==> src/rtl/mem_arbiter.sv <==
// Arbiter/sequencer sharing the single-ported unified memory between instruction
// fetch and the data-memory stage, with halt quiescing and completion timeout.
module mem_arbiter #(
  parameter int unsigned ADDR_W  = 16,
  parameter int unsigned DATA_W  = 16,
  parameter int unsigned TIMEOUT = 64
) (
  input  logic              clk,
  input  logic              rst,
  input  logic              if_req,
  input  logic [ADDR_W-1:0] if_addr,
  output logic              if_done,
  output logic [DATA_W-1:0] if_rdata,
  input  logic              dm_req,
  input  logic              dm_wr,
  input  logic [ADDR_W-1:0] dm_addr,
  input  logic [DATA_W-1:0] dm_wdata,
  output logic              dm_done,
  output logic [DATA_W-1:0] dm_rdata,
  input  logic              halt_req,
  output logic              halted,
  output logic              mem_en,
  output logic              mem_wr,
  output logic [ADDR_W-1:0] mem_addr,
  output logic [DATA_W-1:0] mem_wdata,
  input  logic              mem_stall,
  input  logic              mem_done,
  input  logic [DATA_W-1:0] mem_rdata,
  output logic              err
);

  localparam int unsigned CNT_W = $clog2(TIMEOUT) + 1;

  typedef enum logic [2:0] {
    S_IDLE,
    S_ISSUE,
    S_BUSY,
    S_RESP,
    S_HALTED,
    S_ERR
  } state_t;

  state_t            state_q, state_d;
  logic              last_dm_q, last_dm_d;
  logic [CNT_W-1:0]  cnt_q, cnt_d;
  logic              mem_wr_q, mem_wr_d;
  logic [ADDR_W-1:0] mem_addr_q, mem_addr_d;
  logic [DATA_W-1:0] mem_wdata_q, mem_wdata_d;
  logic [DATA_W-1:0] if_rdata_q, if_rdata_d;
  logic [DATA_W-1:0] dm_rdata_q, dm_rdata_d;
  logic              if_ok;

  always_ff @(posedge clk) begin
    if (!rst) begin
      state_q     <= S_IDLE;
      last_dm_q   <= 1'b0;
      cnt_q       <= '0;
      mem_wr_q    <= 1'b0;
      mem_addr_q  <= '0;
      mem_wdata_q <= '0;
      if_rdata_q  <= '0;
      dm_rdata_q  <= '0;
    end else begin
      state_q     <= state_d;
      last_dm_q   <= last_dm_d;
      cnt_q       <= cnt_d;
      mem_wr_q    <= mem_wr_d;
      mem_addr_q  <= mem_addr_d;
      mem_wdata_q <= mem_wdata_d;
      if_rdata_q  <= if_rdata_d;
      dm_rdata_q  <= dm_rdata_d;
    end
  end

  // A pending halt masks fetch entirely; data is still served so the load/store drains.
  assign if_ok = if_req & ~halt_req;

  always_comb begin
    state_d     = state_q;
    last_dm_d   = last_dm_q;
    cnt_d       = cnt_q;
    mem_wr_d    = mem_wr_q;
    mem_addr_d  = mem_addr_q;
    mem_wdata_d = mem_wdata_q;
    if_rdata_d  = if_rdata_q;
    dm_rdata_d  = dm_rdata_q;
    case (state_q)
      S_IDLE: begin
        if (!mem_stall) begin
          if (dm_req && !(if_ok && last_dm_q)) begin
            last_dm_d   = 1'b1;
            mem_wr_d    = dm_wr;
            mem_addr_d  = dm_addr;
            mem_wdata_d = dm_wdata;
            state_d     = S_ISSUE;
          end else if (if_ok) begin
            last_dm_d  = 1'b0;
            mem_wr_d   = 1'b0;
            mem_addr_d = if_addr;
            state_d    = S_ISSUE;
          end else if (halt_req && !dm_req) begin
            state_d = S_HALTED;
          end
        end
      end
      S_ISSUE: begin
        cnt_d   = '0;
        state_d = S_BUSY;
      end
      S_BUSY: begin
        cnt_d = cnt_q + CNT_W'(1);
        // Completion is checked first so a mem_done on the expiry cycle still wins.
        if (mem_done) begin
          if (!last_dm_q)     if_rdata_d = mem_rdata;
          else if (!mem_wr_q) dm_rdata_d = mem_rdata;
          state_d = S_RESP;
        end else if (cnt_q == CNT_W'(TIMEOUT - 2)) begin
          state_d = S_ERR;
        end
      end
      S_RESP:   state_d = S_IDLE;
      S_HALTED: state_d = S_HALTED;
      S_ERR:    state_d = S_ERR;
      default:  state_d = S_IDLE;
    endcase
  end

  assign mem_en    = (state_q == S_ISSUE);
  assign mem_wr    = mem_wr_q;
  assign mem_addr  = mem_addr_q;
  assign mem_wdata = mem_wdata_q;
  assign if_done   = (state_q == S_RESP) && !last_dm_q;
  assign dm_done   = (state_q == S_RESP) && last_dm_q;
  assign if_rdata  = if_rdata_q;
  assign dm_rdata  = dm_rdata_q;
  assign halted    = (state_q == S_HALTED);
  assign err       = (state_q == S_ERR);

endmodule

==> config.mk <==
export PLATFORM = sky130hd
export DESIGN_NAME = mem_arbiter
export DESIGN_NICKNAME = d
export VERILOG_FILES = /design/src/rtl/mem_arbiter.sv
export SDC_FILE = /design/constraint.sdc
export NUM_CORES = 1
export LEC_CHECK = 0
export CORE_ASPECT_RATIO = 0.8
export CORE_MARGIN = 4
export CORE_UTILIZATION = 25
export DETAILED_ROUTE_END_ITERATION = 7
export HOLD_SLACK_MARGIN = 0.08
export PLACE_DENSITY = 0.56
export SETUP_SLACK_MARGIN = 0.5
export SYNTH_ARGS = -nofsm -noshare
export SYNTH_HDL_FRONTEND = slang
export SYNTH_SLANG_ARGS = --single-unit
==> constraint.sdc <==
create_clock -name clk -period 1.4 [get_ports clk]
set_input_delay 0.35 -clock clk [delete_from_list [all_inputs] [get_ports clk]]
set_output_delay 0.35 -clock clk [all_outputs]
set_load 0.02 [all_outputs]
==> results of run 1 <==
==> sequential cells by signal, summed over array words and instances, names as in the netlist <==
signal and flops:
mem_addr 16, last_dm_q 1, dm_rdata 16, cnt_q 7, state_q 3, mem_wr 1, mem_wdata 16, if_rdata 16
==> Yosys cell counts (4+ instances only) <==
| master | n |
|---|---|
| nor2_1 | 29 |
| and2_1 | 4 |
| buf_4 | 4 |
| a21oi_1 | 6 |
| nor3_1 | 4 |
| nand3_1 | 36 |
| mux2i_1 | 32 |
| buf_2 | 6 |
| inv_1 | 4 |
| a31oi_1 | 16 |
| nand2_1 | 53 |
| dfxtp_1 | 76 |
| o21ai_0 | 22 |
| nor2b_1 | 17 |
| clkbuf_1 | 12 |
==> final cells by class <==
cell class,instances,area (um^2),area share
clock inverter,7,82.6,0.0135
clock buffer,9,225,0.0367
tap,171,214,0.0349
inverter,4,17.5,0.00285
timing repair buffer,197,2180,0.355
multi-input combinational,249,1810,0.295
sequential,76,1610,0.262
==> power by group <==
group / internal, W / leakage [nW] / switching, W
Clock: 0.00141 / 0.145 / 0.00101
Sequential: 0.00234 / 0.649 / 0.000117
Combinational: 0.00105 / 1.79 / 0.000853
==> metal layers <==
layer	GRT usage	part of all wire
met5	0	0
met2	0.230	0.48
met1	0.174	0.44
met3	0.0540	0.067
met4	0.0419	0.0096
==> cell families (layout without fill, tap and decap cells) <==
kind of cell,after synthesis,count (layout),synth area share
simple gates,162,162,0.250
buf+inv,32,217,0.0525
flops,76,76,0.484
compound gates,53,53,0.104
fa+ha+maj,2,2,0.00796
mux,32,32,0.102
==> worst min-delay path, stage by stage <==
cell	delay, ns
buf_2	0.14
inv_1	0.09
o41ai_2	0.08
==> path summary, 6_finish.rpt <==
| kind | startpoint | end | slack (ns) |
|---|---|---|---|
| min reg2reg | mem_wdata[8]$_SDFFE_PN0P_ | mem_wdata[8]$_SDFFE_PN0P_ | 0.46 |
| max | state_q[1]$_SDFFE_PN0P_ | dm_done | -0.25 |
| max reg2reg | state_q[1]$_SDFFE_PN0P_ | mem_addr[1]$_SDFFE_PN0P_ | -0.23 |
| min | rst | cnt_q[5]$_SDFFE_PN0P_ | 0.37 |
==> metrics by stage <==
step	cells	util
3_3_place_gp	669	0.404
4_1_cts	693	0.457
6_report	713	0.501
2_1_floorplan	357	-
3_5_place_dp	669	0.404
5_1_grt	713	0.501
==> timing repair <==
item / CTS / global route
hold buffers: 0 / 0
setup buffers: 6 / 15
cloned: 2 / 5
gates resized for setup: 517 / 72
endpoints found under the setup margin: 146 / 146
pin swaps: 3 / 49
==> flow_summary_export.csv, run 1 <==
group,metric,value,unit
run_status,status,"complete, but fails checks",
run_status,violations,"negative setup slack",
cells_and_area,fin_area,0.00614,mm^2
clock_network,htreeDepth,3,
power,design_power_total,0.00677,W
place,globalplace.congestion,0.796,
setup_path,crit_top_cell,"buf_6",
floorplan,dieArea,0.0144,mm^2
sta,fin_crit,1.65,ns
routing,via_per_inst,4.53,
sta,fin_crit_sh,1.18,
floorplan,die_h,108,um
power,p_per_area,1100,mW/mm^2
sta,fin_worst_skew,0.00387,ns
yosys,ys_types,41,
yosys,synth-seq-area-share,0.484,
routing,vias,3232,
min_path,min_path_cells,3,
clock_network,clock-root-buffer,"clkbuf_16",
routing,drc,0,
routing,drt-total-wl,10.8,mm
setup_path,worstPathArrival,1.30,ns
routing,dr.pass1.iters,4,
clock_network,path_clk_slew,0.06,ns
global_route,antenna_found_initial,0,
power,vdd_drop_max,0.584,mV
setup_path,cp.required,1.05,ns
yosys,synthCells,357,
clock_network,tritoncts,"built",
sta,rsz0062_at_grt,"yes",
yosys,synth_nets,431,
place,pre_cts_slack,-0.450,ns
place,portBuffers,141,
floorplan,initial_utilization,0.257,
sta,max_slew_margin,0.793,
floorplan,ios,142,
yosys,syn_avg_cell_area,8.81,um^2
setup_path,worstSetupStartpointType,"flop",
clock_network,cts.path.max_buffers,2,
yosys,synth_edf_count,0,
cells_and_area,layout_commonest_cell,"buf_6",
sta,setup_viol_count_final,78,
cells_and_area,nets,611,
setup_path,worst-path-stages,4,
routing,drtIter0Drc,93,
setup_path,cp.buffers_inverters,2,
clock_network,clock-sinks,76,
setup_path,path_cells,"buf_6, and2b_2, and3_4, buf_6",
floorplan,die_width,133,um
setup_path,slowest_delay,0.33,ns
sta,max_freq,608,MHz
global_route,grt_max_degree,49,
clock_network,clk_latency,0.34,ns
cells_and_area,syn2layout_area_growth,95.1,%
clock_network,numCtsBuffers,9,
sta,hold_slack,0.366,ns
min_path,hold_path_class,"input port to flop",
yosys,ys_async_sr_fraction,0,
floorplan,core,0.0123,mm^2
setup_path,critPathTopFamily,"simple AND/OR/NAND/NOR gates",
power,power.leakage,2.58,nW
yosys,synth_area,0.00314,mm^2
cells_and_area,drive_gt1_frac,0.517,
yosys,synth-main-ff-cell,"dfxtp_1",
place,place_area,0.00495,mm^2
routing,wl_per_cell,15.2,um
yosys,synth_top_area_share,0.484,
cells_and_area,num_antenna_cells,0,
yosys,synth.largest_area_cell,"dfxtp_1",
yosys,ys_seq_elements,76,
sta,setup_ws,-0.245,ns
setup_path,cp_max_fo,5,
floorplan,rows,36,
setup_path,endpoint_kind,"output port",
cells_and_area,n_fill_cell,1152,
sta,hold_viol,0,
yosys,yosysWarnings,0,
global_route,grt_use_total,0.141,
sta,final_max_slew_viol_count,0,
routing,antenna_left,0,
setup_path,r2r_cells,7,
sta,worst_slew_pin_slew,0.308,ns
sta,tns,-12.92,ns
global_route,grt-ovfl-total,0,
setup_path,worst-setup-path-type,"flop to output port",
global_route,grt_pass1_wl,16.3,mm
cells_and_area,final_cell_mix,"buf_6, dfxtp_2, clkdlybuf4s50_1",
place,dp_hpwl,6.72,mm
yosys,synth.area.top_cells,"dfxtp_1, mux2i_1, nand2_1",
flow_run,drv_cap,0,
global_route,grt_pass1_vias,3168,
setup_path,cpMaxStageDelayCell,"dfxtp_2",
(Power assumes the default switching activity.)
==> run 2, diff against run 1 <==
SLEW_MARGIN = 20   (was not set)
==> results of run 2 <==
The final DEF is identical to that of run 1; final timing and power are the same.
